--- config.mk ---
export PLATFORM = sky130hd
export DESIGN_NAME = free_list
export DESIGN_NICKNAME = d
export VERILOG_FILES = /design/src/rtl/free_list.sv
export SDC_FILE = /design/constraint.sdc
export NUM_CORES = 1
export LEC_CHECK = 0
export BUFFER_PORTS_ARGS = -buffer_cell sky130_fd_sc_hd__buf_2
export CAP_MARGIN = 20
export CORE_ASPECT_RATIO = 1.5
export CORE_MARGIN = 2
export CORE_UTILIZATION = 60
export CTS_CLUSTER_SIZE = 40
export DETAILED_ROUTE_END_ITERATION = 7
export PLACE_DENSITY_LB_ADDON = 0.25
export SLEW_MARGIN = 0
export SYNTH_ARGS = -nofsm -noshare
export SYNTH_HDL_FRONTEND = slang
export SYNTH_SLANG_ARGS = --single-unit
--- constraint.sdc ---
create_clock -name clock -period 7.1 [get_ports clock]
set_input_delay 0.71 -clock clock [delete_from_list [all_inputs] [get_ports clock]]
set_output_delay 0.71 -clock clock [all_outputs]
set_load 0.005 [all_outputs]
--- src/rtl/free_list.sv ---
// rtl/free_list.sv - circular free list of physical register tags for rename/retire
// Optional feature: FREE_LIST_BYPASS_EN hands a same-cycle freed tag straight to dispatch when empty.
module free_list #(
  parameter int NUM_PREGS = 64,
  parameter int NUM_AREGS = 32,
  localparam int D    = NUM_PREGS - NUM_AREGS,
  localparam int PW   = $clog2(NUM_PREGS),
  localparam int AW   = $clog2(D),
  localparam int PTRW = AW + 1
) (
  input  logic            clock,
  input  logic            reset,
  input  logic            dequeue_en,
  output logic [PW-1:0]   free_reg,
  output logic            empty,
  input  logic            enqueue_en,
  input  logic [PW-1:0]   enqueue_pr,
  input  logic            rollback_en,
  input  logic [PTRW-1:0] rollback_head,
  output logic [PTRW-1:0] head_ptr,
  output logic [PTRW-1:0] count,
  output logic            overflow
);

  logic [PW-1:0]   entries [D];
  logic [PTRW-1:0] head;
  logic [PTRW-1:0] tail;
  logic [PTRW-1:0] head_next;
  logic [PTRW-1:0] count_after;
  logic            list_empty;
  logic            bypass;
  logic            do_deq;
  logic            enq_valid;
  logic            has_room;

  assign count      = tail - head;
  assign list_empty = (count == '0);
  assign head_ptr   = head;

`ifdef FREE_LIST_BYPASS_EN
  assign bypass = list_empty && enqueue_en && (enqueue_pr != '0) && dequeue_en && !rollback_en;
`else
  assign bypass = 1'b0;
`endif

  assign free_reg = bypass ? enqueue_pr : entries[head[AW-1:0]];
  assign empty    = list_empty && !bypass;

  // Rollback wins over dequeue; fullness is judged against the head as it will be next cycle.
  assign do_deq      = dequeue_en && !list_empty && !rollback_en;
  assign head_next   = rollback_en ? rollback_head : (do_deq ? head + PTRW'(1) : head);
  assign count_after = tail - head_next;
  assign has_room    = (count_after < PTRW'(D));
  assign enq_valid   = enqueue_en && (enqueue_pr != '0) && !bypass;

  always_ff @(posedge clock) begin
    if (reset) begin
      head     <= '0;
      tail     <= PTRW'(D);
      overflow <= 1'b0;
      for (int i = 0; i < D; i++) begin
        entries[i] <= PW'(NUM_AREGS + i);
      end
    end else begin
      head <= head_next;
      if (enq_valid && has_room) begin
        entries[tail[AW-1:0]] <= enqueue_pr;
        tail <= tail + PTRW'(1);
      end
      if (enq_valid && !has_room) begin
        overflow <= 1'b1;
      end
    end
  end

endmodule

# Yosys cells after proc, flatten, opt, wreduce, memory -nomap -nowiden
# Memories as Yosys holds them, arrays and structs flattened. A register that Yosys moved wholly into a read port is not among the register bits.
# Index checks and enable logic that the tools add are counted.
[op_classes] order_cmp=1 reduce_logical=11 n_addsub=4 n_mux=11
[ops] operator="6-bit two-way mux" n=3
[ops] operator="6-bit by 1-bit adder with 6-bit output, second input constant" n=2
[ops] operator="6-bit subtractor" n=2
[ops] operator="5-bit two-way mux" n=2
[ops] operator="6-bit zero test" n=1
[ops] operator="6-bit less-than comparator, second input constant" n=1
[ops] operator="1-bit two-way mux" n=6
[ops] operator="6-bit nonzero test" n=1
[ops] operator="6-bit OR reduction" n=1
[ops] operator="1-bit logical AND" n=5
[ops] operator="1-bit zero test" n=3
[word_totals] regBits=13 ram_bits=192 wordCells=31 memories=1
[mem_list] memory="entries" depth=32 width=6 rd=1 rd_clocked_by_memory_dff=1 wr=32 line_no="25" source="logic [PW-1:0] entries [D];"

# Depth between registers and ports, before layout
# Gate-level depths: netlist (run 1).
[logic_depth] word_depth=15 depth_mapped=24 mapped_depth_nobuf=20

# Least setup slack after synthesis (run 1)
# OpenSTA, ideal clock, no wires.
[synth_timing] kind="reg2reg" from="register head[2], in the netlist head_ptr[2]" to="memory entries[19][0] (netlist name) (enable)" t_arrival_ps=4990 path_buffers=3 required_time_ps=6723 synth_period_minus_slack_ps=5367 stages_incl_launch_ff=23 slack_ps=1733 cell_sequence="dfxtp_1 > clkbuf_1 > buf_1 > inv_1 > ha_1 > o21ai_0 > a21oi_1 > a31o_1 > o41ai_4 > nor2_1 > xnor2_1 > nor2_1 > a21oi_1 > ha_1 > a21o_1 > a21o_1 > a21oi_1 > o21a_1 > a31oi_4 > xnor3_1 > buf_6 > nand3_1 > o21ai_0"
[synth_rtl] element="start, declared" line_no="26" source="logic [PTRW-1:0] head;"
[synth_rtl] element="start signal, assigned" line_no="65" source="head <= head_next;"
[synth_rtl] element="end, declared" line_no="25"

==> flow_summary.toml, run 1 <==
[synthesis]
yosysTopAreaCell = "edfxtp_1"
synthesis.instances = 780
synth_async_sr_flop_share_pct = 0
synth_top_cells_by_area = "edfxtp_1 (57%), mux4_2 (13%), nand2_1 (6.1%)"
synth_mux_area_share_pct = 13.79
synth_xor_xnor_area_share_pct = 1.160
number_of_synthesized_flops_with_an_enable_pin = 192
synth_top_family_by_area = "simple AND/OR/NAND/NOR gates"
synthesis.area_per_instance_um2 = 12.86
synth_seq_cells = 205
post_synth_and_or_nand_nor_area_fraction_pct = 14.72
synth-seq-area-share_pct = 60.09
yosys.area_share.adder_pct = 1.946
yosysTopAreaCellShare_pct = 57.49
synth.net_count = 812
synth-compound-area-share_pct = 4.841
synthesis.area_um2 = 10030
synth_warnings = 0
synth.distinct_cells = 51
ys_dominant_reg_cell = "edfxtp_1"

[routing]
remaining_drc_errors = 0
route.detailed.vias_per_inst = 6.589
drt_pass1_iterations = 5
ant_nets = 0
routed_wirelength_um = 25860
detail_route.iter0.violations = 820
detail_route.wl_per_cell_um = 25.68
vias = 6635

[worst_setup_path]
wp_data_arrival_ns = 6.30
reg2reg_slack_ns = 0.91
crit_path_max_fanout = 12
timing_worst_setup_path_type = "register to register"
launch_instance_of_the_worst_register_to_register_path = "tail[0]"
start_kind = "register"
reg2reg_depth = 21
crit_path_end_kind = "register"
worst_ep_required_time_ns = 7.21
regToRegEndpoint = "entries[11][5]"

[placement]
place_hpwl_um = 16950
place_congestion = 0.9478
port-buffer-count = 36

[clock_network]
clock_tree.htree_level_count = 1
clk_transition_reported_paths_ns = 0.06
cts_max_path_buffers = 3
clk-insertion-delay-late_ns = 0.49
cts_buffers = 20
numClockSinks = 205
root_buffer = "clkbuf_16"
post_cts_buffers = 0
cts_tree = "yes"
ctsHoldBuffers = 0
number_of_gates_given_a_new_drive_strength_after_cts = 0

[min_path]
hold_path_class = "register to register"
hp-start = "overflow"
cell_depth_of_the_worst_min_delay_path = 2
worst_hold_path.endpoint = "overflow"

[timing]
max_slew_violations = 0
final_period_util_pct = 87.12
final.hold.worst_slack_ns = 0.4757
max_transition_margin_pct = 29.37
finalHoldViolCount = 0
max_slew.worst_pin.slew_ns = 1.048
final_total_negative_setup_slack_ns = 0
setup_viol = 0
final.min_clock_period_ns = 6.186
fin_worst_skew_ns = 0.009338
grt_setup_unrepaired = "no"
upper_clock_frequency_limit_mhz = 161.7

[cells_and_area]
syn2layout_area_growth_pct = 9.145
layout.cells.most_common = "edfxtp_1"
commonest_cells_after_routing_fill_and_taps_aside = "edfxtp_1 (192), nand2_1 (163), nor2_1 (129)"
area_occupied_by_registers_um2 = 6031
filler_cell_count = 1167
nets = 820
final_layout_size_suffix_gt1_share_pct = 21.97
n_antenna_cell = 0
fin_util_pct = 67.31
multiInputGateArea_um2 = 3656

[global_route]
grt_overflow = 0
grt_start_max_net_pins = 37
global_route_wire_length_before_repair_um = 38850
gr-usage-all-layers_pct = 30.24
via_count_of_the_first_global_routing_pass = 6704
number_of_antenna_violations_at_the_first_check_in_global_routing = 1

[power]
cellPowerDensity_nw_per_um2 = 253.5
worst_ir_drop_vdd_v = 0.0002134
total_power_draw_mw = 2.775
power_leakage_nw = 3.382

[floorplanning]
placement_rows = 57
start_util_pct = 61.67
horiz_die_dim_um = 109.6
die_height_um = 162.3
fp.dieArea_um2 = 17790
number_of_i_o_pins = 37
placeableCoreArea_um2 = 16260

[job]
maxCapViolations = 0

[outcome]
status = "completed"
==> worst max-delay path: stages, from the launching register on <==
cell and delay, ns:
dfxtp_1 0.49, inv_1 0.16, ha_1 0.23, fa_1 0.51
inv_1 0.06, nor4_1 0.34, mux2i_1 0.20, o41ai_4 0.38
nor2_1 0.12, xnor2_1 0.17, nor2_1 0.07, a21oi_1 0.17
ha_1 0.27, a21o_1 0.16, a21o_1 0.17, a21oi_1 0.27
o21a_1 0.21, a31oi_4 0.06, xnor3_1 0.57, nand3_1 0.17
buf_4 0.24, o21ai_0 0.78
==> layer usage <==
metal  GRT usage, %  wire, um  vias up
met5              0         0        -
met4          13.87      1404        0
met3          4.922      2610       93
met2          50.70     13050      402
met1          38.46      8786     3268
li1               -         -     2872
==> where the power goes <==
group,internal [mW],switching (mW)
clock,0.650,0.447
sequential,1.35,0.0249
combinational,0.118,0.188
==> flip-flops by register name, indices dropped and copies added, names as in the netlist <==
name      flops
entries     192
head_ptr      6
tail          6
overflow      1
==> cell type report <==
class                      instances  share of cell area, %
tap                              206                  2.355
clock inverter                    13                  1.360
inverter                          10                 0.3429
timing repair buffer              50                  2.606
multi-input combinational        501                  33.40
sequential                       205                  55.10
clock buffer                      22                  4.835
==> worst max-delay path by stage <==
stage	end	slack, ns	start
CTS	entries[11][5]	0.99	tail[0]
finish	entries[11][5]	0.91	tail[0]
global route	entries[11][5]	0.55	tail[0]
global placement	entries[19][0]	1.38	head_ptr[4]
detailed placement	entries[11][4]	1.04	tail[0]
floorplan	entries[19][0]	1.73	head_ptr[2]
==> cells in the mapped netlist (all sizes together) (9+ instances only) <==
| cell | n |
|---|---|
| a31o | 25 |
| nor2 | 129 |
| edfxtp | 192 |
| and3 | 9 |
| nand2 | 163 |
| ha | 14 |
| buf | 28 |
| dfxtp | 13 |
| o21ai | 14 |
| mux4 | 60 |
| clkbuf | 36 |
| a21oi | 12 |
==> cell families (layout without fill, tap and decap cells) <==
kind of cell / count (synthesis) / in the layout
AND/OR/NAND/NOR: 349 / 349
AO/OA/AOI/OAI: 64 / 64
buffers and inverters: 74 / 95
flip-flops: 205 / 205
XOR/XNOR: 10 / 10
multiplexers: 63 / 63
adder cells (fa/ha/maj): 15 / 15
==> through the flow <==
step / worst slack [ns] / area, um^2 / cells
global route: 0.5470 / 10950 / 1007
CTS: 0.9933 / 10950 / 1007
global placement: 1.378 / 10270 / 972
floorplan: 1.733 / 10030 / 780
finish: 0.9144 / 10950 / 1007
detailed placement: 1.042 / 10270 / 972
No activity file was read; power rests on OpenSTA's default activity.
==> run 2: changes to the inputs <==
Settings changed: CORE_MARGIN 2 to unset, CORE_UTILIZATION 60 to 55, SLEW_MARGIN 0 to 20.
==> flow_summary.toml, run 2 (synthesized netlist as in run 1, its figures left out) <==
[outcome]
status = "finished, violations left"
violated_checks = "design-rule violations"

[placement]
dpl_worst_slack_ns = 1.256
numPlacedInstances = 987
place_congestion = 0.9094
place_hpwl_um = 16750
port-buffer-count = 36

[power]
total_power_draw_mw = 2.651
cellPowerDensity_nw_per_um2 = 243.5
worst_ir_drop_vdd_v = 0.0001934
power_leakage_nw = 3.351

[job]
maxCapViolations = 0

[cells_and_area]
largest_register = "entries"
largest_register_ff_count = 192
fin_util_pct = 60.94
n_antenna_cell = 0
syn2layout_area_growth_pct = 8.571
final_layout_size_suffix_gt1_share_pct = 21.82
filler_cell_count = 1390
commonest_cells_after_routing_fill_and_taps_aside = "edfxtp_1 (192), nand2_1 (163), nor2_1 (129)"
final-instance-count-excl-fill = 1019
nets = 823
layout.cells.most_common = "edfxtp_1"

[timing]
finalHoldViolCount = 0
final_period_util_pct = 84.30
max_slew_violations = 0
postLayoutSetupSlackWorst_ns = 1.115
max_transition_margin_pct = 32.85
final_total_negative_setup_slack_ns = 0
setup_viol = 0
grt_setup_unrepaired = "no"
final.min_clock_period_ns = 5.985
fin_worst_skew_ns = 0.01315
max_slew.worst_pin.slew_ns = 0.9995
upper_clock_frequency_limit_mhz = 167.1

[routing]
remaining_drc_errors = 1
drt_pass1_iterations = 8
routed_wirelength_um = 26190
detail_route.iter0.violations = 566
vias = 6578
route.detailed.vias_per_inst = 6.455
detail_route.wl_per_cell_um = 25.70
ant_nets = 0

[global_route]
via_count_of_the_first_global_routing_pass = 6712
number_of_antenna_violations_at_the_first_check_in_global_routing = 0
grt_overflow = 0
grt_start_max_net_pins = 53
global_route_wire_length_before_repair_um = 39220
gr-usage-all-layers_pct = 28.77

[clock_network]
ctsHoldBuffers = 0
cts_buffers = 19
numClockSinks = 205
cts_max_path_buffers = 3
post_cts_buffers = 0
number_of_gates_given_a_new_drive_strength_after_cts = 0
clk-insertion-delay-late_ns = 0.49
clk_transition_reported_paths_ns = 0.07
root_buffer = "clkbuf_16"
cts_tree = "yes"
clock_tree.htree_level_count = 1

[worst_setup_path]
timing_worst_setup_path_type = "register to register"
regToRegEndpoint = "entries[7][3]"
crit_path_max_fanout = 18
start_kind = "register"
timing.critical_path.to = "entries[7][3]"
reg2reg_depth = 18
wp_data_arrival_ns = 6.32
reg2reg_slack_ns = 1.11
worst_ep_required_time_ns = 7.43
launch_instance_of_the_worst_register_to_register_path = "tail[4]"
crit_path_end_kind = "register"
critical_path.startpoint = "tail[4]"

[floorplanning]
placeableCoreArea_um2 = 17870
placement_rows = 60
number_of_i_o_pins = 37
fp.dieArea_um2 = 18790
horiz_die_dim_um = 112.3
die_height_um = 167.4
start_util_pct = 56.13

[min_path]
hold_path_class = "input pin to register"
-- run 2: cell count changes in the layout (fill, tap and decap cells not counted), moves of 2 or more --
cell,previous run,this run
clkbuf_16,21,19
bufinv_16,3,1
clkbuf_1,1,4
buf_4,14,17
-- run 2: worst min path at each step --
stage / from / endpoint / cells after the start / slack (ns)
2_1_floorplan: overflow / overflow / 2 / 0.46
3_3_place_gp: overflow / overflow / 2 / 0.49
3_5_place_dp: overflow / overflow / 2 / 0.49
4_1_cts: rollback_head[3] / head_ptr[3] / 3 / 0.49
5_1_grt: rollback_head[2] / head_ptr[2] / 3 / 0.51
6_report: rollback_head[3] / head_ptr[3] / 3 / 0.49
-- run 2: metal layers --
layer | up-vias | track usage, % | wire, um
met5 | - | 0 | 0
met4 | 0 | 15.48 | 1454
met3 | 86 | 4.415 | 2086
met2 | 331 | 51.20 | 13820
met1 | 3289 | 33.32 | 8828
li1 | 2872 | - | -
-- run 2: cell type report --
cell class,instances,area (um^2),share of cell area [%]
well taps,217,271.5,2.494
clock buffers,23,490.5,4.505
clock inverters,9,82.58,0.7584
flip-flops and latches,205,6031,55.39
repair buffers,54,319.1,2.930
multi-input cells,501,3656,33.58
inverters,10,37.54,0.3447
-- run 2: critical path, cell delays in order (launching register included) --
cell,delay (ns)
dfxtp_1,0.96
ha_1,0.45
and2_1,0.19
o21a_1,0.17
a31o_1,0.23
o41ai_4,0.50
nor2_1,0.12
xnor2_1,0.16
nor2_1,0.05
a21oi_1,0.16
ha_1,0.27
a21o_1,0.16
a21o_1,0.17
a21oi_1,0.28
o21a_1,0.22
a31oi_4,0.06
xnor3_1,0.58
nand4_1,0.76
nor2_1,0.31
-- run 2: stage by stage --
step	hold WS, ns	cell area [um^2]
final	0.4890	10890
after global routing	0.5076	10890
after CTS	0.4860	10880
after detailed placement	0.4855	10310
after global placement	0.4885	10310
after floorplan	0.4604	10030
-- run 2: report_power, final --
| group | leakage (nW) | internal, mW | switching, mW |
|---|---|---|---|
| logic | 1.32 | 0.121 | 0.200 |
| clock network | 0.283 | 0.532 | 0.436 |
| registers | 1.75 | 1.35 | 0.0153 |
==> run 3: changes to the inputs <==
Clock period 7.1 ns to 4.8 ns, I/O delays scaled along.
==> flow_summary.toml, run 3 (synthesized netlist as in run 1, its figures left out) <==
[global_route]
gr-usage-all-layers_pct = 29.87
number_of_antenna_violations_at_the_first_check_in_global_routing = 0
grt_overflow = 0
global_route_wire_length_before_repair_um = 40870
grt_start_max_net_pins = 53
via_count_of_the_first_global_routing_pass = 6865

[placement]
numPlacedInstances = 1006
port-buffer-count = 36
place_hpwl_um = 17810
place_congestion = 0.8295

[routing]
detail_route.wl_per_cell_um = 26.09
detail_route.iter0.violations = 832
vias = 6738
route.detailed.vias_per_inst = 6.423
routed_wirelength_um = 27370
ant_nets = 0
drt_pass1_iterations = 8
remaining_drc_errors = 4

[power]
worst_ir_drop_vdd_v = 0.0002790
power_leakage_nw = 3.706
cellPowerDensity_nw_per_um2 = 353.5
total_power_draw_mw = 4.166

[min_path]
hp-start = "rollback_head[1]"
hold_path_class = "input pin to register"

[cells_and_area]
syn2layout_area_growth_pct = 17.50
commonest_cells_after_routing_fill_and_taps_aside = "edfxtp_1 (192), nand2_1 (163), nor2_1 (127)"
n_antenna_cell = 0
filler_cell_count = 1265
largest_register_ff_count = 192
largest_register = "entries"
nets = 851
final-instance-count-excl-fill = 1049
layout.cells.most_common = "edfxtp_1"
final_layout_size_suffix_gt1_share_pct = 28.37

[clock_network]
root_buffer = "clkbuf_16"
cts_tree = "yes"
cts_max_path_buffers = 3
clock_tree.htree_level_count = 1
cts_buffers = 20
numClockSinks = 205
clk-insertion-delay-late_ns = 0.51
clk_transition_reported_paths_ns = 0.06

[job]
maxCapViolations = 0

[floorplanning]
horiz_die_dim_um = 112.3
number_of_i_o_pins = 37
die_height_um = 167.4
placement_rows = 60
start_util_pct = 56.13
fp.dieArea_um2 = 18790
placeableCoreArea_um2 = 17870

[outcome]
status = "finished, violations left"
violated_checks = "design-rule violations, negative setup slack"

[timing]
max_transition_margin_pct = 31.16
upper_clock_frequency_limit_mhz = 207.9
finalHoldViolCount = 0
max_slew_violations = 0
final_period_util_pct = 100.2
grt_setup_unrepaired = "yes"
final.min_clock_period_ns = 4.810
max_slew.worst_pin.slew_ns = 1.033
postLayoutSetupSlackWorst_ns = -0.009628
final_total_negative_setup_slack_ns = -0.02179
setup_viol = 6
fin_worst_skew_ns = 0.009414

[worst_setup_path]
start_kind = "register"
launch_instance_of_the_worst_register_to_register_path = "head_ptr[2]"
crit_path_end_kind = "register"
timing_worst_setup_path_type = "register to register"
wp_data_arrival_ns = 5.02
crit_path_max_fanout = 6
reg2reg_slack_ns = -0.01
critical_path.startpoint = "head_ptr[2]"
worst_ep_required_time_ns = 5.01
## run 3: routing by layer
metal	part of all wire, %	up-vias	wire [um]	track usage (%)
li1	-	2943	-	-
met1	34	3283	9272	34.77
met2	51	399	14000	52.23
met3	8.5	113	2324	4.922
met4	6.5	0	1775	17.04
met5	0	-	0	0
## run 3: worst paths after layout
check / to / cells after the start
worst max register to register: entries[26][5] / 20
worst min register to register: overflow / 2
worst max-delay path: entries[26][5] / 20
worst min-delay path: head_ptr[1] / 3
## run 3: metrics by stage
stage	hold WS, ns	area [um^2]	utilization (%)	worst slack (ns)
3_3_place_gp	0.5137	10880	60.89	0.05429
6_report	0.2342	11780	65.95	-0.009628
4_1_cts	0.2285	11640	65.18	0.02587
3_5_place_dp	0.5314	10880	60.89	-0.1452
5_1_grt	0.2368	11780	65.95	-0.2189
2_1_floorplan	0.4604	10330	-	0.002529
## run 3: where the power goes
group	leakage (nW)	internal (mW)	switching, mW	total, mW
sequential	1.75	1.99	0.0171	2.01
combinational	1.64	0.256	0.350	0.606
clock	0.315	0.895	0.655	1.55
## run 3: worst max-delay path, cell delays in order (launching register included)
cell and delay (ns):
dfxtp_1 0.33, inv_1 0.05, ha_1 0.46, o21ai_0 0.18, a21oi_1 0.26, o32ai_1 0.22
o41ai_4 0.40, buf_4 0.20, o21ai_0 0.12, a21oi_2 0.18, a21oi_2 0.06, ha_1 0.33
a21o_1 0.20, a21oi_2 0.15, o21a_1 0.17, a31oi_4 0.05, xor3_2 0.46, nor2_4 0.16
buf_6 0.15, buf_12 0.14, a31o_4 0.24
## run 3: layout make-up
cell class	instances	area (um^2)	area share, %
timing repair buffer	81	693.2	5.882
inverter	10	41.29	0.3504
sequential	205	6035	51.21
clock inverter	8	63.81	0.5415
clock buffer	27	578.1	4.905
multi-input combinational	501	4101	34.81
tap	217	271.5	2.304
## run 3: what timing repair did
action | 4_1_cts | 5_1_grt
gates resized for setup | 10 | 20
setup endpoints to repair | 299 | 364
pin swaps | 4 | 17
cloned | 1 | 1
hold buffers | 0 | 0
setup buffers | 5 | 2
